`src/rtl/conf_int_mul__seq_ctrl.sv`:
```
// Sequencing controller for the configurable integer multiplier wrapper.
// Warms up the wrapper, issues operand pairs in LOW then HIGH precision, accumulates products.
module conf_int_mul__seq_ctrl #(
    parameter int OP_BITWIDTH        = 16,
    parameter int DATA_PATH_BITWIDTH = 24
) (
    input  logic                                        clk,
    input  logic                                        rstP,
    input  logic                                        start,
    input  logic [8:0]                                  op_count,
    input  logic [8:0]                                  prec_split,
    input  logic                                        acc_mode,
    input  logic                                        in_valid,
    output logic                                        in_ready,
    input  logic [DATA_PATH_BITWIDTH-1:0]               a_in,
    input  logic [DATA_PATH_BITWIDTH-12:0]              b_in,
    output logic [DATA_PATH_BITWIDTH-1:0]               A_in_to_wrapper,
    output logic [DATA_PATH_BITWIDTH-12:0]              B_in_to_wrapper,
    output logic [2:0]                                  state_in_to_wrapper,
    output logic [8:0]                                  count0,
    output logic                                        acc__sel,
    input  logic [2*OP_BITWIDTH-1:0]                    P,
    output logic [DATA_PATH_BITWIDTH+OP_BITWIDTH-1:0]   sum,
    output logic                                        busy,
    output logic                                        done
);

    localparam int PW    = 2 * OP_BITWIDTH;
    localparam int SUM_W = DATA_PATH_BITWIDTH + OP_BITWIDTH;
    localparam int AW    = DATA_PATH_BITWIDTH;
    localparam int BW    = DATA_PATH_BITWIDTH - 11;

    localparam logic [2:0] S_IDLE  = 3'b000;
    localparam logic [2:0] S_WARM  = 3'b001;
    localparam logic [2:0] S_LOW   = 3'b010;
    localparam logic [2:0] S_HIGH  = 3'b011;
    localparam logic [2:0] S_DRAIN = 3'b100;

    localparam logic [8:0] WARM_LAST = 9'd63;

    logic [2:0]       state;
    logic [2:0]       state_d;
    logic [1:0]       drain_cnt;
    logic [8:0]       acc_cnt;
    logic [8:0]       acc_nxt;
    logic [8:0]       op_q;
    logic [8:0]       low_q;
    logic             mode_q;
    logic [2:0]       tag;
    logic             fire;
    logic             take_start;
    logic [2:0]       warm_tgt;
    logic [8:0]       low_cfg;
    logic [SUM_W-1:0] p_ext;

    assign busy                = (state != S_IDLE);
    assign acc__sel            = busy & mode_q;
    assign state_in_to_wrapper = state;

    assign in_ready   = ((state == S_LOW) || (state == S_HIGH))
                        && (acc_cnt < op_q);
    assign fire       = in_valid & in_ready;
    assign acc_nxt    = acc_cnt + 9'd1;
    assign take_start = (state == S_IDLE) & start;

    // LOW phase length is the smaller of the split and the job size
    assign low_cfg = (prec_split < op_count) ? prec_split : op_count;

    // low_q is nonzero only when both split and job size are nonzero
    assign warm_tgt = (low_q != 9'd0) ? S_LOW :
                      (op_q != 9'd0)  ? S_HIGH : S_DRAIN;

    assign p_ext = {{(SUM_W-PW){P[PW-1]}}, P};

    // Next-state selection for the job sequencer
    always_comb begin
        state_d = state;
        unique case (state)
            S_IDLE: begin
                if (start)
                    state_d = S_WARM;
            end
            S_WARM: begin
                if (count0 == WARM_LAST)
                    state_d = warm_tgt;
            end
            S_LOW: begin
                if (fire && (acc_nxt == low_q))
                    state_d = (low_q == op_q) ? S_DRAIN : S_HIGH;
            end
            S_HIGH: begin
                if (fire && (acc_nxt == op_q))
                    state_d = S_DRAIN;
            end
            S_DRAIN: begin
                if (drain_cnt == 2'd2)
                    state_d = S_IDLE;
            end
            default: state_d = S_IDLE;
        endcase
    end

    // State register with warm-up and drain counters
    always_ff @(posedge clk) begin
        if (rstP) begin
            state     <= S_IDLE;
            count0    <= '0;
            drain_cnt <= '0;
        end else begin
            state     <= state_d;
            count0    <= ((state == S_WARM) && (state_d == S_WARM))
                         ? count0 + 9'd1 : 9'd0;
            drain_cnt <= ((state == S_DRAIN) && (state_d == S_DRAIN))
                         ? drain_cnt + 2'd1 : 2'd0;
        end
    end

    // Job configuration is captured only when a start is taken
    always_ff @(posedge clk) begin
        if (rstP) begin
            op_q   <= '0;
            low_q  <= '0;
            mode_q <= 1'b0;
        end else if (take_start) begin
            op_q   <= op_count;
            low_q  <= low_cfg;
            mode_q <= acc_mode;
        end
    end

    // Accept counter, cleared whenever the sequencer sits idle
    always_ff @(posedge clk) begin
        if (rstP)
            acc_cnt <= '0;
        else if (state == S_IDLE)
            acc_cnt <= '0;
        else if (fire)
            acc_cnt <= acc_nxt;
    end

    // Issue stage: operands for one cycle after accept, zero on bubbles
    always_ff @(posedge clk) begin
        if (rstP) begin
            A_in_to_wrapper <= '0;
            B_in_to_wrapper <= '0;
        end else if (fire) begin
            A_in_to_wrapper <= a_in;
            B_in_to_wrapper <= b_in;
        end else begin
            A_in_to_wrapper <= {AW{1'b0}};
            B_in_to_wrapper <= {BW{1'b0}};
        end
    end

    // Issue tags track each accept down to the cycle its product is on P
    always_ff @(posedge clk) begin
        if (rstP)
            tag <= '0;
        else
            tag <= {tag[1:0], fire};
    end

    // Accumulator: cleared on start, adds the sign-extended product when tagged
    always_ff @(posedge clk) begin
        if (rstP)
            sum <= '0;
        else if (take_start)
            sum <= '0;
        else if (tag[2])
            sum <= sum + p_ext;
    end

    // Completion pulse on the cycle the sequencer returns to idle
    always_ff @(posedge clk) begin
        if (rstP)
            done <= 1'b0;
        else
            done <= (state == S_DRAIN) && (state_d == S_IDLE);
    end

endmodule

```
`config.mk`:
```
export PLATFORM = sky130hd
export DESIGN_NAME = conf_int_mul__seq_ctrl
export DESIGN_NICKNAME = d
export VERILOG_FILES = /design/src/rtl/conf_int_mul__seq_ctrl.sv
export SDC_FILE = /design/constraint.sdc
export NUM_CORES = 1
export LEC_CHECK = 0
export CORE_ASPECT_RATIO = 1.5
export CORE_MARGIN = 1.5
export CORE_UTILIZATION = 55
export CTS_BUF_LIST = sky130_fd_sc_hd__clkbuf_2 sky130_fd_sc_hd__clkbuf_4 sky130_fd_sc_hd__clkbuf_8
export DETAILED_ROUTE_END_ITERATION = 6
export PLACE_DENSITY = 0.89
export SLEW_MARGIN = 20
export SYNTH_ARGS = -nofsm -noshare
export SYNTH_HDL_FRONTEND = slang
export SYNTH_SLANG_ARGS = --single-unit
```
`constraint.sdc`:
```
create_clock -name clk -period 6.9 [get_ports clk]
set_input_delay 2.07 -clock clk [delete_from_list [all_inputs] [get_ports clk]]
set_output_delay 2.07 -clock clk [all_outputs]
set_load 0.1 [all_outputs]
```
==> impl_metrics.csv, run 1 <==
group,metric,value,unit
yosys,synth.top_cells.by_area,"dfxtp_1 (34%), ha_1 (10%), xnor2_1 (5.1%), mux2i_1 (4.4%), nor2_1 (4.1%)",
critical_path,rr_startpoint,"op_q[1]$_SDFFE_PP0P_",
clocking,clkTransAtPathRegs,0.08,ns
yosys,syn_nets,988,
critical_path,cp-start-kind,"flop",
clocking,root_buffer,"clkbuf_8",
global_route,grt_use_total,28.2,%
critical_path,crit_top_cell,"o21a_1",
drt,vias_per_cell,5.71,
sta,timing.setup.tns,0,ns
clocking,clockBufferDepth,2,
finish,layout-drive-gt1-share,5.85,%
place,portBuffers,184,
place,dp_hpwl,14.8,mm
finish,n_antenna_cell,0,
sta,drv_slew,0,
drt,vias,6768,
sta,setup_viol_count_final,0,
clocking,cts_tree,"done",
yosys,synth-xor-area-share,10.8,%
run_status,status,"complete, no violations",
finish,area_growth,32.6,%
sta,slew_headroom,30.7,%
drt,firstDrtPassIters,4,
finish,final_cells,1185,
floorplan,dieArea,13900,um^2
worst_hold_path,holdPathEnd,"drain_cnt[0]$_SDFF_PP0_",
finish,final_cell_mix,"clkdlybuf4s50_1 (184), dfxtp_1 (122), nor2_1 (79), nand2_1 (77), ha_1 (59)",
floorplan,start_util,56.1,%
drt,drt_wl_total,19.5,mm
yosys,synth_top_family_by_area,"simple AND/OR/NAND/NOR gates",
clocking,h-tree-depth,4,
sta,min_period,5.59,ns
floorplan,die_h,144,um
drt,drcViolationCount,0,
global_route,overflow,0,
critical_path,crit_path_end_kind,"output pin",
yosys,yosys.area.top_type_share,33.9,%
flow_run,drv_cap,0,
critical_path,rr_endpoint,"B_in_to_wrapper[10]$_SDFF_PP0_",
sta,whs,0.438,ns
critical_path,reg2reg_slack,3.76,ns
critical_path,critical_path.max_fanout,5,
yosys,yosys_warnings,0,
power_and_ir_drop,leakagePower,0.00388,uW
global_route,grt_max_degree,35,
clocking,cts_hold_buf,0,
power_and_ir_drop,power_density,179,nW/um^2
yosys,synth_enable_flop_cells,0,
finish,final_common_cell,"clkdlybuf4s50_1",
worst_hold_path,whs_path_depth,1,
place,placedCellCount,1153,
floorplan,core_area,13000,um^2
worst_hold_path,hp-class,"reg2reg",
critical_path,critPathTopFamily,"buffers and inverters",
critical_path,arrival,3.52,ns
clocking,clk_latency,0.45,ns
sta,min_period_over_period,81.0,%
yosys,yosysTopAreaCell,"dfxtp_1",
sta,fmax,179,MHz
yosys,yosys.area_share.simple,20.2,%
drt,drt-initial-drc-count,227,
clocking,cts-resized-gates,0,
critical_path,cp_num_buf_inv,2,
finish,final_util,74.4,%
drt,postRouteAntennaNets,0,
yosys,synth_fa_ha_area_share,10.4,%
yosys,ys_async_sr_fraction,0,%
yosys,avgSynthCellArea,8.69,um^2
worst_hold_path,min_from,"drain_cnt[0]$_SDFF_PP0_",
floorplan,ioPinCount,185,
global_route,antenna_found_initial,0,
yosys,muxShareOfSynthArea,4.41,%
place,place_area,9230,um^2
global_route,grt_pass1_vias,6938,
place,gp_congestion,0.953,
yosys,syn_inst,836,
floorplan,die_x,96.8,um
finish,fin_nets,1165,
finish,post-route-cell-area,9630,um^2
yosys,synth_compound_area_share,17.0,%
clocking,post_cts_buffers,0,
critical_path,cp.required,4.83,ns
yosys,yosysSeqAreaShare,33.9,%
critical_path,cp_cell_sequence,"inv_1 > ha_1 > nor2b_1 > o21a_1 > o21a_1 > o21ai_1 > a21oi_1 > o21a_1 > nor3_1 > clkdlybuf4s50_1",
yosys,synth_cell_types,67,
global_route,grt_first_pass_wirelength,31.9,mm
clocking,cts_buffers,17,
clocking,numClockSinks,123,
floorplan,rows,51,
power_and_ir_drop,ir_worst_vdd,0.185,mV
critical_path,worst_path_largest_cell_delay,1.19,ns
yosys,netlist_area,7270,um^2
critical_path,cpMaxStageDelayCell,"clkdlybuf4s50_1",
sta,clock_skew,0.0186,ns
critical_path,reg2reg_depth,12,
sta,worst_pin_slew,1.04,ns
yosys,ys.flop_type,"dfxtp_1",
yosys,synth_seq_cells,123,
sta,rsz0062_at_grt,"no",
drt,wl_per_cell,16.4,um
critical_path,crit_type,"reg2out",
sta,finalHoldViolCount,0,
## where the power goes
part | total [uW] | switching, uW | leakage [uW] | internal [uW]
combinational | 316 | 180 | 0.00268 | 135
sequential | 751 | 23.7 | 0.000996 | 727
clock | 663 | 356 | 0.000202 | 307
## layer usage
layer,GRT usage [%],vias up,share of wire [%]
li1,-,3287,-
met1,27.3,3163,36
met2,55.7,261,54
met3,6.81,57,6.5
met4,13.0,0,3.5
met5,0,-,0
## state kept, by name (all words and copies together) (netlist names), 9 cells and up
name,count
A_in_to_wrapper,24
B_in_to_wrapper,13
acc_cnt,9
count0,9
low_q,9
op_q,9
sum,40
## cell families (layout without fill, tap and decap cells)
group / count (synthesis) / in the layout
AO/OA/AOI/OAI: 184 / 184
XOR/XNOR: 79 / 79
adder cells (fa/ha/maj): 60 / 60
buffers and inverters: 61 / 251
flip-flops: 123 / 123
multiplexers: 32 / 32
AND/OR/NAND/NOR: 297 / 297
## cells in the mapped netlist, types with 15 or more instances
| cell type | number |
|---|---|
| a21oi_1 | 53 |
| dfxtp_1 | 123 |
| nor3_1 | 18 |
| a21o_1 | 25 |
| nor2_1 | 79 |
| nand2_1 | 77 |
| ha_1 | 59 |
| and2_1 | 41 |
| xor2_1 | 30 |
| xnor2_1 | 42 |
| mux2i_1 | 32 |
| o21ai_0 | 31 |
| clkbuf_1 | 24 |
| inv_1 | 30 |
| nand3_1 | 15 |
## area by class of cell
class                      count  area, um^2
multi-input combinational    652        4570
fill                         922        3320
sequential                   123        2460
clock buffer                  17         234
tap                          159         199
timing repair buffer         189        1880
clock inverter                15         173
inverter                      30         113
## stage by stage
stage	total power, uW	setup WS (ns)
2_1_floorplan	967	1.31
3_3_place_gp	1070	1.77
3_5_place_dp	1080	1.70
4_1_cts	1730	1.30
5_1_grt	1800	1.21
6_report	1730	1.31
## how the worst max path moves through the flow
stage	to	slack (ns)	cells past startpoint	startpoint
final	in_ready	1.31	10	op_q[1]$_SDFFE_PP0P_
after global routing	in_ready	1.21	10	op_q[1]$_SDFFE_PP0P_
after CTS	in_ready	1.30	10	op_q[1]$_SDFFE_PP0P_
after detailed placement	sum[38]$_SDFFE_PP0P_	1.70	13	P[0]
after global placement	sum[38]$_SDFFE_PP0P_	1.77	13	P[0]
after floorplan	in_ready	1.31	9	op_q[1]$_SDFFE_PP0P_
No activity file was read; power rests on OpenSTA's default activity.
==> inputs of run 2 (changes only) <==
Settings changed: CORE_UTILIZATION 55 to 51, PLACE_DENSITY 0.89 to 0.84.
Clock period 6.9 ns to 5.2 ns, I/O delays scaled along.
==> run 2 against run 1 <==
Against the previous run:
- final cell count is 2.9% higher
- clock skew shrank 0.00069 ns
- power grew 32%
- combinational power increased by 32%
- sequential share of layout area fell by 0.13 points
- final area up 0.52%
- register-to-register slack got worse by 1.6 ns
- die area rose by 7.6%
- global-route usage fell by 2.6 points
- hold slack lost 0.018 ns
- highest routed layer unchanged
==> impl_metrics.csv, run 2 (synthesis gave the netlist of run 1 again) <==
group,metric,value,unit
run_status,status,"complete, no violations",
place,place_area,9270,um^2
floorplan,ioPinCount,185,
finish,area_growth,33.3,%
critical_path,cp.required,5.51,ns
clocking,cts_hold_buf,0,
drt,drcViolationCount,0,
flow_run,drv_cap,0,
floorplan,start_util,51.9,%
floorplan,dieArea,15000,um^2
finish,nFillCells,1090,
place,dp_slack,0.527,ns
drt,firstDrtPassIters,4,
sta,slew_headroom,28.0,%
finish,fin_nets,1166,
finish,final_cell_mix,"clkdlybuf4s50_1 (183), dfxtp_1 (122), nor2_1 (79), nand2_1 (77), ha_1 (59)",
sta,fmax,232,MHz
critical_path,crit_type,"in2reg",
power_and_ir_drop,ir_worst_vdd,0.186,mV
sta,clock_skew,0.0179,ns
floorplan,die_x,100,um
global_route,antenna_found_initial,0,
drt,vias_per_cell,5.41,
global_route,grt_use_total,25.6,%
finish,n_antenna_cell,0,
sta,rsz0062_at_grt,"no",
power_and_ir_drop,power_density,237,nW/um^2
critical_path,cp-start-kind,"input port",
clocking,post_cts_buffers,0,
power_and_ir_drop,totalPowerFinal,2290,uW
finish,post-route-cell-area,9680,um^2
finish,final_common_cell,"clkdlybuf4s50_1",
place,gp_congestion,0.908,
critical_path,reg2reg_depth,12,
clocking,clk_latency,0.44,ns
place,portBuffers,184,
drt,postRouteAntennaNets,0,
sta,setup_viol_count_final,0,
finish,final_util,69.2,%
power_and_ir_drop,leakagePower,0.00389,uW
sta,timing.setup.tns,0,ns
finish,layout-drive-gt1-share,6.13,%
global_route,overflow,0,
global_route,grt_first_pass_wirelength,30.4,mm
clocking,cts_buffers,17,
drt,wl_per_cell,15.5,um
sta,finalHoldViolCount,0,
clocking,numClockSinks,123,
drt,drt_wl_total,18.8,mm
place,dp_hpwl,14.3,mm
clocking,clkTransAtPathRegs,0.09,ns
critical_path,arrival,4.62,ns
clocking,root_buffer,"clkbuf_8",
clocking,clockBufferDepth,2,
sta,worst_pin_slew,1.08,ns
critical_path,crit_path_end_kind,"flop",
clocking,cts-resized-gates,0,
sta,drv_slew,0,
sta,min_period,4.31,ns
finish,largest_reg_flops,40,
sta,layout_setup_ws,0.886,ns
global_route,grt_max_degree,39,
critical_path,critical_path.max_fanout,4,
drt,vias,6590,
worst_hold_path,hp-class,"reg2reg",
finish,largestRegisters,"sum x40, A_in_to_wrapper x24, B_in_to_wrapper x13",
clocking,cts_tree,"done",
floorplan,rows,53,
drt,drt-initial-drc-count,188,
clocking,h-tree-depth,4,
floorplan,die_h,149,um
floorplan,core_area,14000,um^2
sta,min_period_over_period,83.0,%
worst_hold_path,whs_path_depth,1,
finish,top_register,"sum",
global_route,grt_pass1_vias,6612,
[run 2: cell types whose count changed in the layout (fill, tap and decap cells not counted)]
cell             previous run  this run
clkinvlp_4                  2         1
clkinv_4                    1         2
inv_6                       4         6
inv_8                       6         4
nor2b_1                    14        13
buf_4                       5         7
clkdlybuf4s50_1           184       183
nor2b_4                     0         1
[run 2: report_power, final]
group | switching [uW] | internal [uW]
Clock | 475 | 405
Combinational | 237 | 180
Sequential | 28.3 | 964
Total | 741 | 1550
[run 2: metal layers]
metal / part of all wire [%] / vias to the layer above / GRT usage [%]
li1: - / 3291 / -
met1: 37 / 3033 / 26.2
met2: 53 / 228 / 48.3
met3: 6.6 / 38 / 6.94
met4: 2.8 / 0 / 10.4
met5: 0 / - / 0
[run 2: layout make-up]
class                      instances  area (um^2)  area share (%)
tap                              192          240            2.48
inverter                          30          113            1.16
sequential                       123         2460            25.4
multi-input combinational        652         4580            47.3
clock buffer                      17          234            2.42
clock inverter                    15          169            1.74
timing repair buffer             190         1880            19.5
[run 2: worst max-delay path, stage by stage]
cell and delay (ns):
clkdlybuf4s50_1 0.42, ha_1 0.22, inv_1 0.08, fa_1 0.20, and2b_1 0.22, o2111ai_2 0.23
a211oi_2 0.12, o31ai_2 0.45, o21ai_0 0.27, a221oi_2 0.41, o21ai_0 0.20, xnor2_1 0.16
o21ai_0 0.09
[run 2: path summary, 6_finish.rpt]
kind                      startpoint                 endpoint  slack (ns)
max                             P[0]     sum[26]$_SDFFE_PP0P_        0.89
min          drain_cnt[0]$_SDFF_PP0_  drain_cnt[0]$_SDFF_PP0_        0.42
max reg2reg      sum[0]$_SDFFE_PP0P_     sum[26]$_SDFFE_PP0P_        2.13
min reg2reg  drain_cnt[0]$_SDFF_PP0_  drain_cnt[0]$_SDFF_PP0_        0.42
[run 2: stage by stage]
stage	cells	hold slack [ns]
3_5_place_dp	1187	0.412
5_1_grt	1219	0.439
4_1_cts	1219	0.426
6_report	1219	0.420
3_3_place_gp	1187	0.401
2_1_floorplan	836	0.391
==> patch 1 (flow settings as in run 1) <==
The parameter `DATA_PATH_BITWIDTH` goes from 24 to 20.
--- a/src/rtl/conf_int_mul__seq_ctrl.sv
+++ b/src/rtl/conf_int_mul__seq_ctrl.sv
@@ -2,7 +2,7 @@
 // Warms up the wrapper, issues operand pairs in LOW then HIGH precision, accumulates products.
 module conf_int_mul__seq_ctrl #(
     parameter int OP_BITWIDTH        = 16,
-    parameter int DATA_PATH_BITWIDTH = 24
+    parameter int DATA_PATH_BITWIDTH = 20
 ) (
     input  logic                                        clk,
     input  logic                                        rstP,
Ports: changed (5 resized); port bits go from 185 to 165. The function was not compared with the original's and may differ.
==> patch 1 against run 1 <==
- sequential power shrank 11%
- routed wire length fell by 15%
- area after synthesis shrank 9.9%
- clock power decreased by 39%
- final cell count is 8.6% lower
- sequential cell count shrank 12
- first-iteration DRC count increased by 23%
- design area down 12%
- non-clock buffer count shrank 20
- maximum frequency is 5.1% higher
- total power fell by 27%
- worst setup slack gained 0.27 ns
- critical endpoint unchanged
- largest cell class unchanged
==> patch 1: results (changes against run 1) <==
- H-tree Lvls: 3 (-1)
- Layout cells sized above 1: 4.39% (-1.5 points)
- Min-Delay Path Depth: 1 (unchanged)
- Initial antenna violation count: 0 (unchanged)
- Initial DRC count: 280 (+23%)
- Average wire per standard cell: 15.3 um (-7.0%)
- Worst-case clock buffer depth: 2 (unchanged)
- Vias per cell: 5.65 (-1.1%)
- Yosys warns: 0 (unchanged)
- Worst R2R End: count0[4]$_SDFF_PP0_
- Worst-skew pair later-pin latency: 0.40 ns (-0.05 ns)
- Post-CTS Setup Bufs: 0 (unchanged)
- IR drop worst, VDD: 0.155 mV (-16%)
- R2R setup slack: 3.64 ns (-0.12 ns)
- Max FO, Critical Path: 5 (unchanged)
- Min-delay src: drain_cnt[0]$_SDFF_PP0_
- Largest net degree at the start of global routing: 38 (+8.6%)
- Skew final: 0.0215 ns (+0.00297 ns)
- Vias in the first global route: 5996 (-14%)
- Cell variety after synth: 58 (-13%)
- Status: complete, no violations
- Reg2Reg Depth: 10 (-2)
- Crit path DAT: 3.25 ns (-0.27 ns)
- Worst Tran Pin Value: 1.03 ns (-0.00955 ns)
- Biggest regs: sum x36, A_in_to_wrapper x20
- Avg Cell Area, Syn: 8.41 um^2 (-3.2%)
- Hold_ws: 0.420 ns (-0.0180 ns)
- IO Port Bufs: 164 (-11%)
- Worst-path clk slew: 0.12 ns (+0.04 ns)
- Seq/Total Area, Yosys: 34.0% (+0.068 points)
- Post-CTS sizing: 0 (unchanged)
- Filler cell count: 892 (-3.3%)
- WHS Endpoint: drain_cnt[0]$_SDFF_PP0_
- First-pass GRT wire length: 27100 um (-15%)
- R2R Path Start: acc_cnt[0]$_SDFFE_PP0P_
- Drt first pass iters: 5 (+1)
- Non-Filler Instances: 1083 (-8.6%)
- Synth top cells by count: dfxtp_1, nor2_1, nand2_1
- Synth area leaders: dfxtp_1, ha_1, xnor2_1
- Leakage power: 3.43 nW (-12%)
- Hold Crit Class: flip-flop to flip-flop
- Mapped Nets: 918 (-7.1%)
- Clk root buf: clkbuf_8
- N_diodes: 0 (unchanged)
- Global Route Usage Sum: 26.8% (-1.5 points)
- Num CTS Buffers: 9 (-8)
- Routability cong.: 0.935 (-1.9%)
- Placed wire-length estimate: 12600 um (-15%)
## patch 1: logic make-up (layout without fill, tap and decap cells)
logic type	after synthesis	count (layout)	share of synthesized area [%]
multiplexers	29	29	4.44
AO/OA/AOI/OAI	159	159	15.5
AND/OR/NAND/NOR	292	292	22.3
adder cells (fa/ha/maj)	56	56	10.8
flip-flops	111	111	34.0
XOR/XNOR	69	69	9.24
buffers and inverters	62	217	3.73
## patch 1: per-layer routing
metal  global-route usage, %  wire [um]  share of wire [%]  vias up
met5                       0          0                  0        -
met4                    12.1        402                2.4        0
met3                    5.28        968                5.8       34
met2                    50.9       8880                 54      199
met1                    28.0       6310                 38     2859
li1                        -          -                  -     3024
## patch 1: critical path, cell delays in order, from the launching register on
cell,delay (ns)
dfxtp_1,0.45
inv_1,0.07
ha_1,0.26
nor2b_1,0.13
o21a_1,0.15
o21ai_0,0.20
a21oi_1,0.14
o21ai_0,0.15
and2_1,0.16
clkdlybuf4s50_1,1.14
## patch 1: layout make-up
cell class	instances	area [um^2]	share of cell area [%]
Multi-Input combinational cell	605	4080	48.0
Sequential cell	111	2220	26.2
Timing Repair Buffer	169	1680	19.8
Tap cell	150	188	2.21
Clock buffer	9	124	1.46
Inverter	32	120	1.41
Clock inverter	7	83.8	0.987
## patch 1: stage by stage
| stage | instance area [um^2] | total power, mW | setup WS, ns |
|---|---|---|---|
| final | 8500 | 1.27 | 1.58 |
| after global routing | 8500 | 1.32 | 1.38 |
| after CTS | 8500 | 1.27 | 1.53 |
| after detailed placement | 8290 | 0.873 | 1.85 |
| after global placement | 8290 | 0.869 | 1.90 |
| after floorplan | 6540 | 0.794 | 2.09 |
## patch 1: power breakdown
part	switching, mW	internal [mW]
Combinational	0.0995	0.0973
Clock	0.257	0.147
Sequential	0.0144	0.651
Total	0.371	0.895
## patch 1: how the worst max path moves through the flow
stage	cells past startpoint	end	startpoint	slack, ns
after global placement	13	sum[14]$_SDFFE_PP0P_	P[0]	1.90
after floorplan	3	acc__sel	state_in_to_wrapper[2]$_SDFF_PP0_	2.09
after detailed placement	13	sum[14]$_SDFFE_PP0P_	P[0]	1.85
after global routing	9	in_ready	op_q[4]$_SDFFE_PP0P_	1.38
final	9	in_ready	op_q[1]$_SDFFE_PP0P_	1.58
after CTS	9	in_ready	op_q[1]$_SDFFE_PP0P_	1.53
==> patch 2 (flow settings as in run 1) <==
Made on the original files. Put one more register stage on the output `count0`. The value now appears one clock later. The other outputs are not delayed to match.
--- a/src/rtl/conf_int_mul__seq_ctrl.sv
+++ b/src/rtl/conf_int_mul__seq_ctrl.sv
@@ -37,6 +37,8 @@
     localparam logic [2:0] S_DRAIN = 3'b100;
 
     localparam logic [8:0] WARM_LAST = 9'd63;
+
+    logic [8:0] count0_s0;
 
     logic [2:0]       state;
     logic [2:0]       state_d;
@@ -81,7 +83,7 @@
                     state_d = S_WARM;
             end
             S_WARM: begin
-                if (count0 == WARM_LAST)
+                if (count0_s0 == WARM_LAST)
                     state_d = warm_tgt;
             end
             S_LOW: begin
@@ -104,12 +106,12 @@
     always_ff @(posedge clk) begin
         if (rstP) begin
             state     <= S_IDLE;
-            count0    <= '0;
+            count0_s0 <= '0;
             drain_cnt <= '0;
         end else begin
             state     <= state_d;
-            count0    <= ((state == S_WARM) && (state_d == S_WARM))
-                         ? count0 + 9'd1 : 9'd0;
+            count0_s0 <= ((state == S_WARM) && (state_d == S_WARM))
+                         ? count0_s0 + 9'd1 : 9'd0;
             drain_cnt <= ((state == S_DRAIN) && (state_d == S_DRAIN))
                          ? drain_cnt + 2'd1 : 2'd0;
         end
@@ -178,5 +180,9 @@
             done <= (state == S_DRAIN) && (state_d == S_IDLE);
     end
 
+    always_ff @(posedge clk) begin
+        count0 <= count0_s0;
+    end
+
 endmodule
 
Function: changed (a bounded check fails within 4 cycles, from zero or initial values and one cycle with rstP high).
==> patch 2 against run 1 <==
- design area fell by 0.23%
- routed wire length fell by 8.7%
- non-clock buffer count fell by 1
- combinational power fell by 36%
- synthesized cell count fell by 0.60%
- final cell count fell by 0.51%
- worst setup slack improved by 0.25 ns
- total power fell by 6.6%
- sequential cell count rose by 9
- clock power fell by 5.9%
- area after synthesis rose by 0.28%
- die area rose by 0.27%
==> patch 2: results (changes against run 1) <==
- Status: complete, no violations
- Dpl ws: 1.66 ns (-0.0441 ns)
- Min-Delay Path Depth: 0 (-1)
- Initial DRC count: 153 (-33%)
- Clkbuf count: 18 (+1)
- Filler cell count: 938 (+1.7%)
- Metal3 WL: 807 um (-36%)
- Hold_ws: 0.393 ns (-0.0445 ns)
- Crit path DAT: 3.28 ns (-0.24 ns)
- Register area: 2640 um^2 (+7.3%)
- R2R Path Start: sum[0]$_SDFFE_PP0P_
- Pint: 1.15 mW (-1.6%)
- Max incr delay on CP: 1.15 ns (-0.04 ns)
- Worst R2R End: sum[28]$_SDFFE_PP0P_
- Reg2Reg Depth: 13 (+1)
- Sequential cells: 132 (+7.3%)
- WHS Endpoint: count0[1]$_DFF_P_
- Post-DP Area: 9230 um^2 (about the same)
- Metal1 wirelength: 6540 um (-5.7%)
- Layout cells sized above 1: 4.90% (-0.95 points)
- Gate Count Post-Synth: 831 (-0.60%)
- Cell variety after synth: 59 (-12%)
- Multi-input combinational area share: 45.7% (-1.8 points)
- Worst Tran Pin Value: 1.05 ns (+0.0111 ns)
- Final nets: 1159 (-0.52%)
- Clock Network Area Fraction: 3.96% (-0.26 points)
- Routed wl met2: 9880 um (-6.8%)
- GRT met2 Usage: 49.9% (-5.8 points)
- Vias per cell: 5.57 (-2.6%)
- Placed wire-length estimate: 13600 um (-8.2%)
- IR drop worst, VDD: 0.146 mV (-21%)
- DIE AREA: 14000 um^2 (+0.27%)
- Multiplexer share of the synthesized area: 4.95% (+0.54 points)
- Largest net degree at the start of global routing: 41 (+17%)
- Non-clock inverters: 34 (+13%)
- R2R setup slack: 3.80 ns (+0.04 ns)
- Average wire per standard cell: 15.1 um (-8.2%)
- Seq/Total Area, Yosys: 36.3% (+2.4 points)
- First-pass GRT wire length: 28800 um (-9.8%)
- Adder-Cell Fraction of Synth Area: 10.4% (-0.029 points)
- Placed insts: 1147 (-0.52%)
- Post-Synth XOR/XNOR Area: 9.74% (-1.1 points)
- Nonclk buf count: 188 (-0.53%)
- Via count: 6562 (-3.0%)
- Post-synthesis compound-gate area fraction: 15.6% (-1.4 points)
- Skew final: 0.0157 ns (-0.00290 ns)
- Routability cong.: 0.922 (-3.2%)
- Multi-In Gates: 634 (-2.8%)
- PnR worst setup slack: 1.55 ns (+0.247 ns)
- Synth area leaders: dfxtp_1, ha_1, xnor2_1
patch 2: cell count changes after synthesis, sizes merged, moves of 7 or more:
cell,run 1,this run
nand2,80,54
and3,3,13
xor2,30,37
xnor3,7,0
dfxtp,123,132
o21ai,38,26
nor2,79,97
patch 2: worst max-delay path, delay by kind of cell (launching register included):
kind                       cells  cell delay (ns)
adders and majority gates      1             0.26
buffers and inverters          2             1.22
AOI/OAI and AO/OA              4             0.63
DFF                            1             0.46
and+or+nand+nor                2             0.27
patch 2: power groups by stage:
stage / registers, mW / clock network (mW) / logic [mW]
6_report: 0.787 / 0.624 / 0.203
5_1_grt: 0.789 / 0.666 / 0.222
4_1_cts: 0.787 / 0.638 / 0.203
3_5_place_dp: 0.804 / 0 / 0.201
3_3_place_gp: 0.804 / 0 / 0.197
2_1_floorplan: 0.807 / 0 / 0.116
